File: src/rtl/uart_tx_serializer.sv
// UART transmit serializer: start bit, LSB-first payload, optional even/odd parity, stop bit.
// Each bit lasts Prescale clocks. TX_OUT and busy come straight from flops.
module uart_tx_serializer #(
  parameter int DATA_WIDTH = 8
) (
  input  logic                  clk,
  input  logic                  rst,
  input  logic [DATA_WIDTH-1:0] P_DATA,
  input  logic                  Data_Valid,
  input  logic                  PAR_EN,
  input  logic                  PAR_TYP,
  input  logic [5:0]            Prescale,
  output logic                  TX_OUT,
  output logic                  busy
);

  localparam int BW = $clog2(DATA_WIDTH + 1);

  typedef enum logic [2:0] {IDLE, START, DATA, PARITY, STOP} state_t;

  state_t                state, state_n;
  logic [4:0]            edge_cnt, edge_n;
  logic [BW-1:0]         bit_cnt, bit_n;
  logic [DATA_WIDTH-1:0] data_q;
  logic                  par_en_q, par_typ_q;
  logic [5:0]            presc_q;
  logic                  accept, bit_end, legal;
  logic                  tx_n, busy_n, data_bit, parity_bit;

  assign legal      = (Prescale == 6'd4) || (Prescale == 6'd8) ||
                      (Prescale == 6'd16) || (Prescale == 6'd32);
  assign bit_end    = ({1'b0, edge_cnt} == (presc_q - 6'd1));
  assign parity_bit = (^data_q) ^ par_typ_q;

  always_comb begin
    state_n = state;
    edge_n  = edge_cnt;
    bit_n   = bit_cnt;
    accept  = 1'b0;
    case (state)
      IDLE: begin
        if (Data_Valid && legal) begin
          accept  = 1'b1;
          state_n = START;
          edge_n  = '0;
          bit_n   = '0;
        end
      end
      START: begin
        if (bit_end) begin
          state_n = DATA;
          edge_n  = '0;
        end else begin
          edge_n = edge_cnt + 5'd1;
        end
      end
      DATA: begin
        if (bit_end) begin
          edge_n = '0;
          if (bit_cnt == BW'(DATA_WIDTH - 1)) begin
            bit_n   = '0;
            state_n = par_en_q ? PARITY : STOP;
          end else begin
            bit_n = bit_cnt + BW'(1);
          end
        end else begin
          edge_n = edge_cnt + 5'd1;
        end
      end
      PARITY: begin
        if (bit_end) begin
          state_n = STOP;
          edge_n  = '0;
        end else begin
          edge_n = edge_cnt + 5'd1;
        end
      end
      STOP: begin
        if (bit_end) begin
          state_n = IDLE;
          edge_n  = '0;
        end else begin
          edge_n = edge_cnt + 5'd1;
        end
      end
      default: begin
        state_n = IDLE;
        edge_n  = '0;
        bit_n   = '0;
      end
    endcase
  end

  // Line value is decoded from the next state so the registered output lines up with it.
  always_comb begin
    data_bit = 1'b0;
    for (int unsigned i = 0; i < DATA_WIDTH; i++) begin
      if (bit_n == BW'(i)) data_bit = data_q[i];
    end
  end

  always_comb begin
    tx_n   = 1'b1;
    busy_n = (state_n != IDLE);
    case (state_n)
      START:   tx_n = 1'b0;
      DATA:    tx_n = data_bit;
      PARITY:  tx_n = parity_bit;
      default: tx_n = 1'b1;
    endcase
  end

  always_ff @(posedge clk or negedge rst) begin
    if (!rst) begin
      state     <= IDLE;
      edge_cnt  <= '0;
      bit_cnt   <= '0;
      data_q    <= '0;
      par_en_q  <= 1'b0;
      par_typ_q <= 1'b0;
      presc_q   <= '0;
      TX_OUT    <= 1'b1;
      busy      <= 1'b0;
    end else begin
      state    <= state_n;
      edge_cnt <= edge_n;
      bit_cnt  <= bit_n;
      TX_OUT   <= tx_n;
      busy     <= busy_n;
      if (accept) begin
        data_q    <= P_DATA;
        par_en_q  <= PAR_EN;
        par_typ_q <= PAR_TYP;
        presc_q   <= Prescale;
      end
    end
  end

endmodule

File: config.mk
export PLATFORM = sky130hd
export DESIGN_NAME = uart_tx_serializer
export DESIGN_NICKNAME = d
export VERILOG_FILES = /design/src/rtl/uart_tx_serializer.sv
export SDC_FILE = /design/constraint.sdc
export NUM_CORES = 1
export LEC_CHECK = 0
export CORE_AREA = 2 2 59 61
export DETAILED_ROUTE_END_ITERATION = 10
export DIE_AREA = 0 0 61 63
export HOLD_SLACK_MARGIN = 0.15
export PLACE_DENSITY_LB_ADDON = 0.1
export SLEW_MARGIN = 10
export SYNTH_ARGS = -nofsm -noshare
export SYNTH_HDL_FRONTEND = slang
export SYNTH_SLANG_ARGS = --single-unit
File: constraint.sdc
create_clock -name clk -period 7.2 [get_ports clk]
set_clock_uncertainty 0.15 [all_clocks]
set_input_delay 0.72 -clock clk [delete_from_list [all_inputs] [get_ports clk]]
set_output_delay 0.72 -clock clk [all_outputs]
set_load 0.01 [all_outputs]
==> reports/qor.yml, run 1 <==
sta:
  hold_violations: 0
  setup_tns_ns: 0
  slew_violations: 0
  rsz0062_at_grt: "false"
  setup_viol: 0
  max_clock_freq_ghz: 0.312
  tightest_slew_ns: 0.654
  relSlewSlack: 0.563
  min_period_over_period: 0.445
  setup_slack_ns: 4.00
  fin_crit_ns: 3.20
global_route:
  grt_use_met3: 0.0600
  grt_pass1_wl_um: 6780
  gr-usage-met2: 0.370
  overflow: 0
  grt_busiest_layer: "met2"
  grt_max_degree: 31
  use_met1: 0.306
  grt_pass1_vias: 1446
  track_usage: 0.235
  antenna_found_initial: 0
route:
  vias: 1481
  drt.antenna.violating_nets: 0
  first_pass_iters: 4
  drc: 0
  drt_iter0_markers: 68
  vias_per_cell: 5.95
  wl_per_cell_um: 15.5
  routed_wl_um: 3860
clocking:
  postCtsResizedCells: 0
  cts-hold-fix-buffers: 0
  h-tree-depth: 2
  clock-sinks: 30
  clock_tree.buffer_depth: 2
  cts_inserted_buffers: 5
  post_cts_buffers: 0
  path_clk_slew_ns: 0.10
  cts_tree: "yes"
  root_buffer: "clkbuf_4"
  insertion_delay_ns: 0.34
final_layout:
  drive_above_1_share: 0.182
  area_growth_pct: 17.4
  final_common_cell: "dfrtp_1"
  final_nets: 224
  final_cell_mix: "dfrtp_1 (29), clkdlybuf4s50_1 (20), mux2_2 (14), nand2_1 (10)"
  final_area_um2: 2150
  n_antenna_cell: 0
  final_core_util: 0.664
synthesis:
  ys_seq_elements: 30
  ys.flop_type: "dfrtp_1"
  syn-num-nets: 198
  ys_types: 53
  synth_edf_count: 0
  syn_area_per_cell_um2: 10.4
  syn_inst: 176
  yosysWarnings: 0
  synthesis.area_um2: 1830
  synth_seq_area_share: 0.411
  synthArstFlopShare: 1.00
worst_setup_path:
  start_kind: "primary input"
  worst-path-max-fanout: 5
  end_kind: "flop"
  worstSetupPathType: "in -> reg"
  required_ns: 7.32
  arrival_ns: 3.32
pwr:
  power_density_nw_per_um2: 272
  ir_drop_mv: 0.158
  power_leakage_nw: 0.940
  total_power_uw: 583
placed_design:
  dpl_cell_area_um2: 2090
  place_ws_ns: 3.64
  io_buffers: 20
  place_hpwl_um: 2950
  gp_congestion: 0.882
die:
  std_cell_rows: 21
  pin_count: 21
  coreArea_um2: 3230
  die_h_um: 63
  die_area_um2: 3840
  die_w_um: 61
  floorplan.initialDensity: 0.566
status:
  outcome: "finished clean"
min_path:
  hold_path.class: "reg -> reg"
job:
  drv_cap: 0
Yosys cell counts (2+ instances only):
library cell / n / area [um2]
inv_1: 8 / 30.0
nand2_1: 10 / 37.5
xnor2_1: 9 / 78.8
o31a_1: 3 / 26.3
o31ai_1: 4 / 30.0
nand4b_1: 2 / 17.5
o211a_1: 2 / 20.0
xor2_1: 4 / 35.0
ha_1: 3 / 37.5
nand3_1: 8 / 40.0
nand2b_1: 4 / 25.0
nor2b_1: 4 / 25.0
clkbuf_1: 2 / 7.51
or2_2: 3 / 18.8
nand3b_1: 2 / 15.0
o211ai_1: 4 / 30.0
or3_1: 2 / 12.5
nor3_1: 2 / 10.0
nor2_1: 8 / 30.0
nand4_1: 3 / 18.8
and3b_1: 2 / 17.5
o21ai_0: 9 / 45.0
dfrtp_1: 29 / 726
a21oi_1: 7 / 35.0
mux2_2: 14 / 158
cell type report:
type                    instances  area (um2)
repair buffers                 21         208
inverters                       8        30.0
clock inverters                 1        5.00
well taps                      46        57.6
clock buffers                   7        55.1
fillers                       281        1080
multi-input cells             136        1040
flip-flops and latches         30         752
stage by stage:
step	instances	hold WS, ns
2_1_floorplan	176	0.274
3_3_place_gp	241	0.366
3_5_place_dp	241	0.367
4_1_cts	249	0.387
5_1_grt	249	0.406
6_report	249	0.381
final timing paths:
check	startpoint	end	slack (ns)	cells after the start
worst max-delay path	Prescale[5]	TX_OUT$_DFF_PN1_	4.00	9
worst min-delay path	par_typ_q$_DFFE_PN0P_	par_typ_q$_DFFE_PN0P_	0.38	1
worst max register to register	presc_q[0]$_DFFE_PN0P_	TX_OUT$_DFF_PN1_	4.26	10
worst min register to register	par_typ_q$_DFFE_PN0P_	par_typ_q$_DFFE_PN0P_	0.38	1
max in group asynchronous	rst	TX_OUT$_DFF_PN1_	5.99	2
min in group asynchronous	rst	edge_cnt[3]$_DFFE_PN0P_	0.60	2
per-layer routing:
layer	vias up	wire [um]
li1	712	-
met1	725	1740
met2	35	1850
met3	9	191
met4	0	80
met5	-	0
worst max-delay path, stage by stage:
cell and delay [ns]:
clkdlybuf4s50_1 0.47, or3b_1 0.39, o211ai_1 0.12, a41oi_1 0.19, or3b_2 0.49, o221ai_1 0.36, a21oi_1 0.13, o211a_1 0.23
o31ai_2 0.21
sequential cells by signal, indices dropped and copies added, names as in the netlist:
| register | cells |
|---|---|
| bit_cnt | 4 |
| busy | 1 |
| par_en_q | 1 |
| TX_OUT | 1 |
| data_q | 8 |
| edge_cnt | 5 |
| state | 3 |
| presc_q | 6 |
| par_typ_q | 1 |
where the power goes:
part / total, mW / leakage, nW / internal, mW / switching, mW
logic: 0.244 / 0.510 / 0.113 / 0.131
clock network: 0.107 / 0.0353 / 0.0472 / 0.0596
registers: 0.232 / 0.395 / 0.200 / 0.0326
total: 0.583 / 0.940 / 0.360 / 0.223
kinds of logic after synthesis:
kind of cell / count (synthesis) / synth area share
adders and majority gates: 3 / 0.0205
DFF: 30 / 0.411
xor gates and xnor gates: 13 / 0.0622
and+or+nand+nor: 62 / 0.205
AOI/OAI and AO/OA: 43 / 0.187
muxes: 15 / 0.0944
buffers and inverters: 10 / 0.0205
Note: power is estimated with default switching activity, not from simulation.
==> inputs of run 2 (changes only) <==
Settings changed: CORE_AREA 2 2 59 61 to 2 2 64 66, DIE_AREA 0 0 61 63 to 0 0 66 68.
Clock period 7.2 ns to 2.8 ns, I/O delays scaled along.
==> reports/qor.yml, run 2 (synthesis gave the netlist of run 1 again) <==
sta:
  hold_ws_ns: 0.239
  min_period_over_period: 0.966
  hold_violations: 0
  fin_crit_ns: 2.71
  relSlewSlack: 0.635
  tightest_slew_ns: 0.542
  setup_slack_ns: 0.0947
  max_clock_freq_ghz: 0.370
  setup_viol: 0
  slew_violations: 0
worst_setup_path:
  start_kind: "flop"
  worst-path-max-fanout: 8
  cp_slowest_cell: "or4_4"
  path_cells: "o31a_1 -> or4_4 -> o211a_4 -> o31a_1 -> o21ai_2 -> nand4_1 -> o311a_1 -> o31ai_2"
  required_ns: 2.85
  end_kind: "flop"
  worstSetupPathType: "reg -> reg"
  slowest_delay_ns: 0.51
  r2r_slack_ns: 0.09
  arrival_ns: 2.75
  crit_top_cell: "o31a_1"
status:
  outcome: "finished clean"
die:
  pin_count: 21
  die_area_um2: 4490
  floorplan.initialDensity: 0.474
  die_w_um: 66
  coreArea_um2: 3860
  die_h_um: 68
  std_cell_rows: 23
clocking:
  cts_inserted_buffers: 5
  cts_tree: "yes"
  clock-sinks: 30
  clock_tree.buffer_depth: 2
  h-tree-depth: 2
  insertion_delay_ns: 0.28
  cts-hold-fix-buffers: 0
  root_buffer: "clkbuf_8"
  path_clk_slew_ns: 0.06
pwr:
  ir_drop_mv: 0.297
  power_leakage_nw: 1.07
  power_density_nw_per_um2: 706
global_route:
  grt_max_degree: 31
  grt_pass1_vias: 1499
  track_usage: 0.201
  grt_pass1_wl_um: 6860
  antenna_found_initial: 0
  overflow: 0
route:
  drt_iter0_markers: 73
  drt.antenna.violating_nets: 0
  drc: 0
  first_pass_iters: 4
  vias_per_cell: 5.70
  wl_per_cell_um: 15.2
  routed_wl_um: 4160
  vias: 1563
placed_design:
  place_ws_ns: -0.205
  place_hpwl_um: 3110
  io_buffers: 20
  gp_congestion: 0.819
final_layout:
  largest_reg_flops: 8
  final_cell_mix: "dfrtp_1 (28), buf_4 (22), clkdlybuf4s50_1 (20), mux2_2 (13), nand2_1 (10)"
  area_growth_pct: 31.9
  n_antenna_cell: 0
  final_common_cell: "dfrtp_1"
  reg.largest.list: "data_q: 8 flops, presc_q: 6 flops, edge_cnt: 5 flops"
  largest_register: "data_q"
  final_nets: 246
  drive_above_1_share: 0.304
job:
  drv_cap: 0
min_path:
  hold_path.class: "in -> async"
-- run 2: cell types whose count changed in the layout (fill, tap and decap cells not counted), sizes merged --
| cell | previous run | this run |
|---|---|---|
| clkinv | 1 | 0 |
| buf | 1 | 23 |
-- run 2: where the power goes --
part,internal [mW],switching (mW),leakage (nW)
sequential,0.515,0.0845,0.393
clock,0.171,0.154,0.0383
combinational,0.396,0.382,0.637
-- run 2: final timing paths --
kind,start,to,cells after the start
min in group clk,par_typ_q$_DFFE_PN0P_,par_typ_q$_DFFE_PN0P_,1
min,rst,edge_cnt[4]$_DFFE_PN0P_,2
max in group asynchronous,rst,TX_OUT$_DFF_PN1_,2
max,presc_q[2]$_DFFE_PN0P_,TX_OUT$_DFF_PN1_,8
min reg2reg,par_typ_q$_DFFE_PN0P_,par_typ_q$_DFFE_PN0P_,1
max reg2reg,presc_q[2]$_DFFE_PN0P_,TX_OUT$_DFF_PN1_,8
-- run 2: what timing repair did --
action / 4_1_cts / 5_1_grt
pin swaps: 0 / 8
resized for setup: 2 / 17
buffers inserted: 0 / 5
setup endpoints to repair: 1 / 1
-- run 2: layer usage --
metal,up-vias,track usage,share of wire,wire (um)
li1,755,-,-,-
met1,752,0.253,0.45,1890
met2,46,0.342,0.48,2000
met3,10,0.0313,0.042,175
met4,0,0.0944,0.023,97
met5,-,0,0,0
-- run 2: cell type report --
cell class	count	area, um2
well taps	50	62.6
repair buffers	43	377
fillers	336	1440
clock buffers	7	76.3
inverters	8	30.0
flip-flops and latches	30	753
multi-input cells	136	1110
-- run 2: per-stage QoR --
| stage | TNS [ns] | total power [mW] | cell area (um2) | util | cells |
|---|---|---|---|---|---|
| 5_1_grt | -0.0231 | 1.82 | 2410 | 0.626 | 274 |
| 4_1_cts | 0 | 1.64 | 2310 | 0.598 | 269 |
| 3_3_place_gp | -0.171 | 1.29 | 2220 | 0.576 | 262 |
| 6_report | 0 | 1.70 | 2410 | 0.626 | 274 |
| 3_5_place_dp | -0.205 | 1.30 | 2220 | 0.576 | 262 |
| 2_1_floorplan | 0 | 1.06 | 1830 | - | 176 |
-- run 2: worst max-delay path: cells and delay by family (launching register included) --
family,cells,cell delay [ns]
AO/OA/AOI/OAI,6,1.38
flip-flops,1,0.47
AND/OR/NAND/NOR,2,0.63
